### src/rtl/uart_rx_io.sv
// uart_rx_io: memory-mapped 8N1 UART receiver with a small byte FIFO.
// Loads to IO space read DATA (pops the FIFO) or STATUS (clears the sticky
// error flags). Read data is combinational so it fits a single-cycle datapath.
module uart_rx_io #(
  parameter int unsigned CLK_DIV    = 868,
  parameter int unsigned FIFO_DEPTH = 8
) (
  input  logic        clk,
  input  logic        reset,
  input  logic        rx,
  input  logic [31:0] addr,
  input  logic        isIO,
  input  logic        rdEn,
  output logic [31:0] rdata,
  output logic        rxPending
);

  localparam int unsigned PtrW  = $clog2(FIFO_DEPTH);
  localparam int unsigned CntW  = PtrW + 1;
  localparam int unsigned BaudW = $clog2(CLK_DIV);

  localparam logic [BaudW-1:0] HalfLast = BaudW'(CLK_DIV / 2 - 1);
  localparam logic [BaudW-1:0] BitLast  = BaudW'(CLK_DIV - 1);
  localparam logic [CntW-1:0]  CntFull  = CntW'(FIFO_DEPTH);

  typedef enum logic [2:0] {
    StIdle,
    StStart,
    StData,
    StStop,
    StWaitHi
  } rx_state_e;

  // Synchroniser
  logic rx_meta_q, rxs;

  // Receive FSM
  rx_state_e        state_q;
  logic [BaudW-1:0] baud_q;
  logic [2:0]       bit_q;
  logic [7:0]       shift_q;

  // FIFO
  logic [7:0]      mem [FIFO_DEPTH];
  logic [PtrW-1:0] wptr_q, rptr_q;
  logic [CntW-1:0] count_q, count_d;
  logic            overrun_q, frame_err_q;

  // Bus decode and events
  logic       sel, empty, full, pop, push, push_ok, status_rd;
  logic       stop_done, overrun_evt, frame_err_evt;
  logic [1:0] offset;
  logic [7:0] count8;

  logic unused_addr;
  assign unused_addr = ^{addr[31:4], addr[1:0]};

  assign sel       = isIO & rdEn;
  assign offset    = addr[3:2];
  assign empty     = (count_q == '0);
  assign full      = (count_q == CntFull);
  assign pop       = sel && (offset == 2'd0) && !empty;
  assign status_rd = sel && (offset == 2'd1);

  // The stop bit is sampled on the last cycle of the stop slot; the push and
  // the framing-error event both fire on that same edge.
  assign stop_done     = (state_q == StStop) && (baud_q == BitLast);
  assign push          = stop_done & rxs;
  assign frame_err_evt = stop_done & ~rxs;

  // A simultaneous pop makes room, so a push into a full FIFO still lands.
  assign push_ok     = push && (!full || pop);
  assign overrun_evt = push && full && !pop;

  // Two-flop synchroniser; idles high like the line.
  always_ff @(posedge clk or negedge reset) begin
    if (!reset) begin
      rx_meta_q <= 1'b1;
      rxs       <= 1'b1;
    end else begin
      rx_meta_q <= rx;
      rxs       <= rx_meta_q;
    end
  end

  // Receive FSM: start-bit qualify at half bit, then full-bit sampling.
  always_ff @(posedge clk or negedge reset) begin
    if (!reset) begin
      state_q <= StIdle;
      baud_q  <= '0;
      bit_q   <= '0;
      shift_q <= '0;
    end else begin
      unique case (state_q)
        StIdle: begin
          if (!rxs) begin
            state_q <= StStart;
            baud_q  <= '0;
            bit_q   <= '0;
          end
        end
        StStart: begin
          if (baud_q == HalfLast) begin
            baud_q  <= '0;
            // A line that is high again at mid start bit was a glitch.
            state_q <= rxs ? StIdle : StData;
          end else begin
            baud_q <= baud_q + BaudW'(1);
          end
        end
        StData: begin
          if (baud_q == BitLast) begin
            baud_q  <= '0;
            shift_q <= {rxs, shift_q[7:1]};
            if (bit_q == 3'd7) begin
              state_q <= StStop;
            end else begin
              bit_q <= bit_q + 3'd1;
            end
          end else begin
            baud_q <= baud_q + BaudW'(1);
          end
        end
        StStop: begin
          if (baud_q == BitLast) begin
            baud_q  <= '0;
            // Bad stop bit: wait for the line to recover so a break does not
            // look like a stream of new frames.
            state_q <= rxs ? StIdle : StWaitHi;
          end else begin
            baud_q <= baud_q + BaudW'(1);
          end
        end
        StWaitHi: begin
          if (rxs) begin
            state_q <= StIdle;
          end
        end
        default: state_q <= StIdle;
      endcase
    end
  end

  // Next FIFO occupancy.
  always_comb begin
    count_d = count_q;
    if (push_ok && !pop) begin
      count_d = count_q + CntW'(1);
    end else if (pop && !push_ok) begin
      count_d = count_q - CntW'(1);
    end
  end

  // FIFO storage; contents need no reset since count gates every read.
  always_ff @(posedge clk) begin
    if (push_ok) begin
      mem[wptr_q] <= shift_q;
    end
  end

  // FIFO pointers, occupancy, pending flag and sticky error flags.
  always_ff @(posedge clk or negedge reset) begin
    if (!reset) begin
      wptr_q      <= '0;
      rptr_q      <= '0;
      count_q     <= '0;
      rxPending   <= 1'b0;
      overrun_q   <= 1'b0;
      frame_err_q <= 1'b0;
    end else begin
      if (push_ok) begin
        wptr_q <= wptr_q + PtrW'(1);
      end
      if (pop) begin
        rptr_q <= rptr_q + PtrW'(1);
      end
      count_q   <= count_d;
      rxPending <= (count_d != '0);
      // New events win over a clearing STATUS read on the same edge.
      overrun_q   <= (overrun_q & ~status_rd) | overrun_evt;
      frame_err_q <= (frame_err_q & ~status_rd) | frame_err_evt;
    end
  end

  assign count8 = 8'(count_q);

  // Combinational register read.
  always_comb begin
    rdata = '0;
    if (sel) begin
      case (offset)
        2'd0: begin
          if (!empty) begin
            rdata = {24'h0, mem[rptr_q]};
          end
        end
        2'd1:    rdata = {16'h0, count8, 5'h0, frame_err_q, overrun_q, ~empty};
        default: rdata = '0;
      endcase
    end
  end

endmodule

### config.mk
export PLATFORM = sky130hd
export DESIGN_NAME = uart_rx_io
export DESIGN_NICKNAME = d
export VERILOG_FILES = /design/src/rtl/uart_rx_io.sv
export SDC_FILE = /design/constraint.sdc
export NUM_CORES = 1
export LEC_CHECK = 0
export CAP_MARGIN = 40
export CORE_MARGIN = 2
export CORE_UTILIZATION = 30
export CTS_CLUSTER_DIAMETER = 50
export DETAILED_ROUTE_END_ITERATION = 10
export DONT_BUFFER_PORTS = 1
export PLACE_DENSITY = 0.54
export SLEW_MARGIN = 40
export SYNTH_ARGS = -nofsm -noshare
export SYNTH_HDL_FRONTEND = slang
export SYNTH_SLANG_ARGS = --single-unit
### constraint.sdc
create_clock -name clk -period 3.16 [get_ports clk]
set_clock_uncertainty 0.05 [all_clocks]
set_input_delay 0.316 -clock clk [delete_from_list [all_inputs] [get_ports clk]]
set_output_delay 0.316 -clock clk [all_outputs]
set_load 0.01 [all_outputs]
# Yosys cells after proc, flatten, opt, wreduce, memory -nomap -nowiden
# Memories as Yosys holds them, arrays and structs flattened.
# Index checks and enable logic that the tools add are counted.
classes:
  eq_ne: 16
  n_mux: 24
  n_reduce_logical: 25
  add_sub_neg: 6
  n_bitwise: 10
ops:
  columns: ["cell", "n"]
  rows:
  - ["$pmux 32 s2", 1]
  - ["$mux 32", 1]
  - ["$mux 10", 3]
  - ["$mux 3", 10]
  - ["$pmux 10 s3", 1]
  - ["$pmux 3 s5", 1]
  - ["$ne 2x2->1 const B", 6]
  - ["$add 10x1->10 const B", 1]
  - ["$eq 10x10->1 const B", 1]
  - ["$eq 10x9->1 const B", 1]
  - ["$add 3x1->3 const B", 3]
  - ["$logic_and 1x1->1", 9]
  - ["$mux 4", 2]
  - ["$mux 8", 1]
  - ["$eq 3x2->1 const B", 2]
  - ["$eq 3x3->1 const B", 2]
  - ["$pmux 3 s2", 1]
  - ["$reduce_and 6->1", 1]
  - ["$and 1x1->1", 5]
  - ["$add 4x1->4 const B", 1]
  - ["$eq 4x4->1 const B", 1]
  - ["$logic_not 1->1", 4]
  - ["$logic_not 4->1", 1]
  - ["$reduce_and 2->1", 2]
  - ["16 further kinds", 20]
totals:
  reg_bits: 39
  memories: 1
  mem_bits_rw: 64
  wordCells: 94
  in_bits: 37
memory_table:
  columns: ["name", "depth", "width", "read_ports", "rd_ports_with_merged_regs", "wr", "line", "source"]
  rows:
  - ["mem", 8, 8, 1, 0, 1, "44", "logic [7:0] mem [FIFO_DEPTH];"]

# Logic depth before layout (Yosys ltp)
# Gate-level depths: netlist of the first run.
depth:
  depth_word: 10
  depth_mapped: 8
  depth_no_buf: 7

# Worst setup path before layout of the first run
# OpenSTA, ideal clock, no wires.
synth_path:
  path_kind: "register to register"
  from: "register count_q[0]"
  to: "memory mem[0][0] (enable)"
  t_arrival_ps: 2094
  synth_period_minus_slack_ps: 2528
  path_stages_with_launch: 7
  slack_ps: 632
  n_path_buf: 0
  path_cell_list: "dfrtp_1 -> inv_1 -> ha_1 -> nor3b_1 -> nor3_1 -> o211ai_1 -> nor3_1"
synth_via:
  elab_chain_len: 7
  elab_cells_between_ends: 9
synth_lines:
  columns: ["item", "line", "source"]
  rows:
  - ["from (decl)", "46", "logic [CntW-1:0] count_q, count_d;"]
  - ["from (signal assigned)", "177", "count_q <= count_d;"]
  - ["$logic_not 4->1", "60", "assign empty = (count_q == '0);"]
  - ["$logic_not 1->1", null, null]
  - ["$logic_and 1x1->1", "62", "assign pop = sel && (offset == 2'd0) && !empty;"]
  - ["$logic_or 1x1->1 (*)", "72", "assign push_ok = push && (!full || pop);"]
  - ["$logic_and 1x1->1 (*)", "72", null]
  - ["$mux 1 (*)", "156", "if (push_ok) begin"]
  - ["$mux 1 (implied by the code) (*)", "157", "mem[wptr_q] <= shift_q;"]
  - ["to (decl)", "44", null]
# Mark *: on every way between the ends. The rest lies on a longest branch, timed or not.

# Final worst setup path of the first run
layout_path:
  from: "register count_q[1]"
  to: "register rxPending"
layout_via:
  elab_chain_len: 10
  elab_cells_between_ends: 16
layout_lines:
  columns: ["item", "line", "source"]
  rows:
  - ["$logic_not 4->1", "60", null]
  - ["$logic_not 1->1", null, null]
  - ["$logic_and 1x1->1", "62", null]
  - ["$logic_or 1x1->1", "72", null]
  - ["$logic_and 1x1->1", "72", null]
  - ["$logic_not 1->1", "149", "end else if (pop && !push_ok) begin"]
  - ["$logic_and 1x1->1", "149", null]
  - ["$mux 4", "149", null]
  - ["$mux 4 (*)", "147", "if (push_ok && !pop) begin"]
  - ["via count_d[1]", "46", null]
  - ["$reduce_bool 4->1 (*)", "178", "rxPending <= (count_d != '0);"]
  - ["to (signal assigned)", "178", null]
  - ["to (decl)", "15", "output logic rxPending"]
# Mark *: on every way through the listed nets, which the timed path passes. The rest lies on a longest branch.
# A chain may end at the register's enable or synchronous reset.

==> results.py, run 1 <==
metrics = {
    "global_route": {
        "grt_pass1_wl_um": 13300,
        "grt_pass1_vias": 2502,
        "grt_max_degree": 40,
        "antenna_found_initial": 0,
        "grt_overflow_total": 0,
        "track_usage": 0.105,
    },
    "die": {
        "io_pins": 70,
        "initial_utilization": 0.308,
        "die_x_um": 129,
        "coreArea_sq_um": 15200,
        "rows": 45,
        "die_y_um": 129,
        "die-area_sq_um": 16600,
    },
    "layout": {
        "drive_gt1_frac": 0.188,
        "instances_no_fill": 528,
        "nFillCells": 1459,
        "syn_to_final_growth_pct": 10.6,
        "layout.nets": 381,
        "diodes": 0,
    },
    "critical_path": {
        "r2r_cells": 7,
        "critPathRequiredTime_ps": 3320,
        "timing.rr.start": "count_q[1]",
        "cp_cell_sequence": "inv_1 -> ha_1 -> or3b_2 -> a21boi_0 -> a21oi_1 -> a32o_1 -> or4_1",
        "worst_r2r_endpoint": "rxPending",
        "endpoint": "rxPending",
        "critPathLaunch": "count_q[1]",
        "crit_path_top_delay_cell": "or4_1",
        "cp_max_fo": 5,
        "critPathLaunchType": "register",
        "cp-end-kind": "register",
        "max_stage_delay_ps": 500,
        "arrival_ps": 2720,
        "r2r_setup_slack_ps": 600,
        "worstSetupPathType": "reg2reg",
    },
    "flow_run": {
        "maxCapViolations": 0,
    },
    "logic_synthesis": {
        "synth_cell_type_count": 52,
        "yosys-top-cells-count": "64 x edfxtp_1, 37 x dfrtp_1, 22 x nor2_1",
        "netlist_area_sq_um": 4680,
        "synth_edf_count": 64,
        "ys_warn_count": 0,
        "yosysMostFrequentCell": "edfxtp_1",
        "avgSynthCellArea_sq_um": 14.5,
        "async_flop_share": 0.379,
        "synth_top_area_frac": 0.411,
        "yosysTopAreaCell": "edfxtp_1",
        "synth-main-ff-cell": "edfxtp_1",
        "synthTopCellsByArea": "edfxtp_1 41%, dfrtp_1 20%, mux4_2 7.7%, buf_4 3.2%, mux2_2 2.9%",
        "synth-seq-cells": 103,
        "synth_cells": 323,
        "yosysSeqAreaShare": 0.620,
    },
    "hold_path": {
        "hold_depth": 3,
        "hold_path.class": "in2reg",
    },
    "timing": {
        "worstMarginPinSlew_ps": 714,
        "final.setup.tns_ps": 0,
        "finalCriticalPeriod_ps": 2560,
        "hold_slack_ps": 185,
        "relSlewSlack": 0.523,
        "rsz0062_at_grt": "false",
        "fin_crit_sh": 0.810,
        "max_freq_mhz": 391,
        "setup_violations": 0,
        "finalHoldViolCount": 0,
        "fin_ws_ps": 601,
        "drv_slew": 0,
    },
    "drt": {
        "ant_nets": 0,
        "drtIter0Drc": 191,
        "vias": 2529,
        "dr.pass1.iters": 4,
        "vias_per_cell": 4.79,
        "wl_per_cell_um": 15.5,
        "drcViolationCount": 0,
        "detail_route.wirelength_um": 8210,
    },
    "clock_tree": {
        "clockBufferDepth": 2,
        "insertion_delay_ps": 330,
        "cts.reportedPaths.clkPinSlew_ps": 60,
        "post_cts_buffers": 0,
        "cts_buffers": 9,
        "htree_levels": 3,
        "cts_tree": "done",
        "cts_sinks": 103,
        "clock-root-buffer": "clkbuf_16",
    },
    "pwr": {
        "p_per_area_nw_per_um2": 578,
        "ir_drop_v": 0.000280,
        "leakagePower_nw": 2.08,
    },
    "placed_design": {
        "dp.final_hpwl_um": 5490,
        "placed_cells": 509,
        "dpl_worst_slack_ps": 611,
        "place_congestion": 0.767,
        "portBuffers": 0,
    },
    "run_status": {
        "status": "finished clean",
    },
}
-- logic make-up after synthesis --
kind of cell / count (synthesis) / synth area share
adders and majority gates: 9 / 0.0241
and+or+nand+nor: 83 / 0.102
xor gates and xnor gates: 10 / 0.0187
buffers and inverters: 39 / 0.0506
muxes: 39 / 0.129
other: 1 / 0.000802
DFF: 103 / 0.620
AOI/OAI and AO/OA: 39 / 0.0540
-- flip-flops by register name, summed over array words and instances, names as in the netlist --
name,flops
state_q,3
baud_q,10
count_q,4
rx_meta_q,1
rxs,1
rxPending,1
rptr_q,3
wptr_q,3
bit_q,3
overrun_q,1
mem,64
frame_err_q,1
shift_q,8
-- worst max-delay path, delay by kind of cell (launching register included) --
family | cells | cell delay (ps)
AOI/OAI and AO/OA | 3 | 610
adders and majority gates | 1 | 210
buffers and inverters | 1 | 160
DFF | 1 | 420
and+or+nand+nor | 2 | 990
-- metal layers --
metal	vias up	share of wire	global-route usage
li1	1189	-	-
met1	1284	0.46	0.138
met2	47	0.50	0.178
met3	9	0.026	0.0137
met4	0	0.018	0.0422
met5	-	0	0
-- cell usage in the layout (no fill, tap or decap), types with 2 or more instances in the layout --
cell and n:
edfxtp_1 64, dfrtp_1 37, nor2_1 22, conb_1 20
nand2_1 19, mux4_2 16, o21ai_0 12, mux2_2 12
mux2i_1 11, buf_4 11, ha_1 9, clkbuf_16 9
a21oi_1 8, inv_1 7, nor3_1 6, xor2_1 5
xnor2_1 5, nand2b_1 5, and2_1 4, nand3_1 3
a21o_1 3, and3_1 3, nand4_1 3, o2bb2ai_1 3
clkinvlp_4 3, nor3b_1 2, nand3b_1 2, nand4b_1 2
or2_2 2, o211ai_1 2, o22ai_1 2, a22o_1 2
clkbuf_1 2, dlygate4sd3_1 2, dfstp_2 2
-- what timing repair did --
| action | in CTS | in global routing |
|---|---|---|
| resized for setup | 0 | 0 |
| hold buffers | 3 | 0 |
| endpoints found under the hold margin | 40 | 0 |
-- how the worst min path moves through the flow --
stage          slack, ps          to    start
6_report             180   rptr_q[1]  addr[2]
5_1_grt              220   rptr_q[1]  addr[2]
4_1_cts              180   rptr_q[1]  addr[2]
3_5_place_dp         -30  shift_q[4]    reset
3_3_place_gp         -30  shift_q[5]    reset
2_1_floorplan        -30   baud_q[0]    reset
-- power by group --
group          internal [mW]  total, mW  switching, mW
Sequential              1.47       1.58          0.109
Clock                  0.559       1.03          0.468
Combinational          0.193      0.388          0.195
-- through the flow --
step	total power [mW]	instance area, sq um	utilization
floorplan	1.91	4750	-
global placement	2.00	4860	0.319
detailed placement	2.00	4860	0.320
CTS	3.04	5170	0.340
global route	3.14	5170	0.340
finish	2.99	5170	0.340
-- cell type report --
cell class / count / area [sq um] / share of cell area
Tap cell: 188 / 235 / 0.0455
Clock buffer: 12 / 246 / 0.0476
Multi-Input combinational cell: 200 / 1610 / 0.312
Inverter: 7 / 26.3 / 0.00508
Timing Repair Buffer: 14 / 123 / 0.0237
Sequential cell: 103 / 2900 / 0.560
Clock inverter: 4 / 31.3 / 0.00604
Note: power is estimated with default switching activity, not from simulation.
==> inputs of run 2 (changes only) <==
--- a/config.mk
+++ b/config.mk
@@ -11,7 +11,7 @@
 export CTS_CLUSTER_DIAMETER = 50
 export DETAILED_ROUTE_END_ITERATION = 10
 export DONT_BUFFER_PORTS = 1
-export PLACE_DENSITY = 0.54
+export PLACE_DENSITY = 0.55
 export SLEW_MARGIN = 40
 export SYNTH_ARGS = -nofsm -noshare
 export SYNTH_HDL_FRONTEND = slang
==> constraint.sdc (replaced) <==
create_clock -name clk -period 2.2 [get_ports clk]
set_clock_uncertainty 0.05 [all_clocks]
set_input_delay 0.22 -clock clk [delete_from_list [all_inputs] [get_ports clk]]
set_output_delay 0.22 -clock clk [all_outputs]
set_load 0.01 [all_outputs]
==> run 2 against run 1 <==
Net effect: the run now ends with setup timing left; wire length up 8.4%; worst setup slack worse by 710 ps; non-clock buffer count up 39; sequential cell count unchanged; clock power up 71%; clock-buffer cell count down 2; register-to-register slack worse by 710 ps; utilization up 3.4 points; fmax up 11%; die area unchanged; sequential share of layout area down 5.1 points; cell count up 7.4%; critical path type unchanged; largest power group unchanged.
==> results.py, run 2 (synthesis gave the netlist of run 1 again) <==
metrics = {
    "drt": {
        "vias_per_cell": 4.72,
        "wl_per_cell_um": 15.7,
        "vias": 2679,
        "drcViolationCount": 0,
        "ant_nets": 0,
        "dr.pass1.iters": 4,
        "drtIter0Drc": 196,
        "wl_met3_um": 237,
        "route.met2.wl_um": 4800,
        "top_layer_used": "met4",
        "drt-met1-wl_um": 3730,
        "detail_route.wirelength_um": 8890,
    },
    "placed_design": {
        "dp.final_hpwl_um": 6160,
        "portBuffers": 0,
        "place_congestion": 0.765,
    },
    "die": {
        "initial_utilization": 0.308,
        "die_x_um": 129,
        "io_pins": 70,
        "rows": 45,
        "die-area_sq_um": 16600,
        "coreArea_sq_um": 15200,
        "die_y_um": 129,
    },
    "pwr": {
        "internal_power_mw": 3.62,
        "p_switching_mw": 1.20,
        "p_per_area_nw_per_um2": 847,
        "pwr-share-seq": 0.454,
        "swShare": 0.250,
        "p_comb_frac": 0.181,
        "leakagePower_nw": 2.37,
        "ir_drop_v": 0.000368,
        "clkPwrFrac": 0.365,
    },
    "run_status": {
        "status": "finished, violations left",
        "violations": "setup timing",
    },
    "critical_path": {
        "cp_cell_sequence": "or3b_4 -> nor4_4 -> buf_4 -> mux2_4 -> xor2_1 -> or4_1",
        "worstSetupPathType": "reg2reg",
        "r2r_setup_slack_ps": -100,
        "critPathRequiredTime_ps": 2370,
        "arrival_ps": 2470,
        "path_buf_inv": 1,
        "worst_r2r_endpoint": "rxPending",
        "cp_max_fo": 3,
        "r2r_cells": 6,
        "crit_path_top_delay_cell": "or3b_4",
        "path_delay_family": "simple AND/OR/NAND/NOR gates",
        "timing.rr.start": "baud_q[2]",
        "max_stage_delay_ps": 440,
        "critPathLaunchType": "register",
        "cp-end-kind": "register",
    },
    "hold_path": {
        "hold_depth": 4,
        "min_from": "addr[2]",
        "hold_path.class": "in2reg",
        "min_to": "rptr_q[1]",
    },
    "layout": {
        "fin_util": 0.375,
        "largest_reg_flops": 64,
        "top_regs": "mem (64), baud_q (10), shift_q (8)",
        "top_register": "mem",
        "most-common-layout-cells": "64 x edfxtp_1, 38 x buf_4, 37 x dfrtp_1",
        "diodes": 0,
        "syn_to_final_growth_pct": 21.7,
        "layout.nets": 420,
        "mostFrequentLayoutCell": "edfxtp_1",
        "drive_gt1_frac": 0.306,
    },
    "clock_tree": {
        "cts.reportedPaths.clkPinSlew_ps": 70,
        "clockBufferDepth": 2,
        "htree_levels": 3,
        "cts_buffers": 9,
        "cts_sinks": 103,
        "cts_tree": "done",
        "clock-root-buffer": "clkbuf_16",
        "insertion_delay_ps": 350,
    },
    "timing": {
        "finalHoldViolCount": 0,
        "max_freq_mhz": 434,
        "fin_crit_sh": 1.05,
        "rsz0062_at_grt": "true",
        "hold_slack_ps": 152,
        "finalCriticalPeriod_ps": 2300,
        "drv_slew": 0,
        "worstMarginPinSlew_ps": 614,
        "fin_ws_ps": -105,
        "relSlewSlack": 0.591,
        "setup_violations": 53,
    },
    "global_route": {
        "grt_pass1_wl_um": 14500,
        "grt_overflow_total": 0,
        "grt_max_degree": 40,
        "grt_pass1_vias": 2726,
        "track_usage": 0.115,
        "antenna_found_initial": 0,
    },
    "flow_run": {
        "maxCapViolations": 0,
    },
}
## run 2: changes by cell type in the layout (fill, tap and decap cells not counted), sizes merged
cell | previous run | this run
buf | 12 | 51
bufinv | 0 | 2
clkbuf | 12 | 10
clkinvlp | 3 | 1
inv | 8 | 10
## run 2: power by group through the flow
stage | registers (mW) | logic, mW | clock network, mW
floorplan | 2.20 | 0.553 | 0
finish | 2.19 | 0.874 | 1.76
global placement | 2.22 | 0.771 | 0
CTS | 2.18 | 0.804 | 1.80
detailed placement | 2.23 | 0.771 | 0
global route | 2.20 | 0.962 | 1.88
## run 2: metrics by stage
stage                     std cells  setup WS, ps  cell area [sq um]  setup TNS (ps)  total power [mW]
final                           567          -105               5690           -1240              4.82
after detailed placement        541          -124               5190           -4890              3.00
after global placement          541         -94.4               5190           -3380              3.00
after global routing            567          -189               5690           -8210              5.04
after floorplan                 342         -28.9               4800           -1060              2.76
after CTS                       561          -123               5610           -5060              4.79
## run 2: final cells by class
cell class,count,area [sq um]
Clock buffer,10,239
Inverter,7,26.3
Fill cell,1413,9510
Sequential cell,103,2900
Timing Repair Buffer,53,513
Multi-Input combinational cell,200,1680
Tap cell,188,235
Clock inverter,6,96.3
## run 2: timing repair
| item | CTS | global route |
|---|---|---|
| hold buffers | 3 | 0 |
| hold endpoints to repair | 40 | 0 |
| pin swaps | 7 | 5 |
| setup endpoints to repair | 67 | 76 |
| gates resized for setup | 6 | 7 |
| buffers inserted | 1 | 6 |
## run 2: worst min-delay path: stages
cell and delay (ps):
nor3_2 50, buf_4 140, nand2_1 50, nand2_1 40
## run 2: worst max-delay path by stage
stage / start / to / cells past startpoint
global route: baud_q[2] / rxPending / 6
CTS: baud_q[2] / mem[4][3] / 6
global placement: baud_q[2] / mem[4][3] / 6
detailed placement: baud_q[2] / mem[4][3] / 6
floorplan: baud_q[2] / mem[2][0] / 4
finish: baud_q[2] / rxPending / 6
## run 2: layer usage
layer	vias up	global-route usage
met4	0	0.0403
li1	1273	-
met3	7	0.0254
met2	47	0.205
met5	-	0
met1	1352	0.138
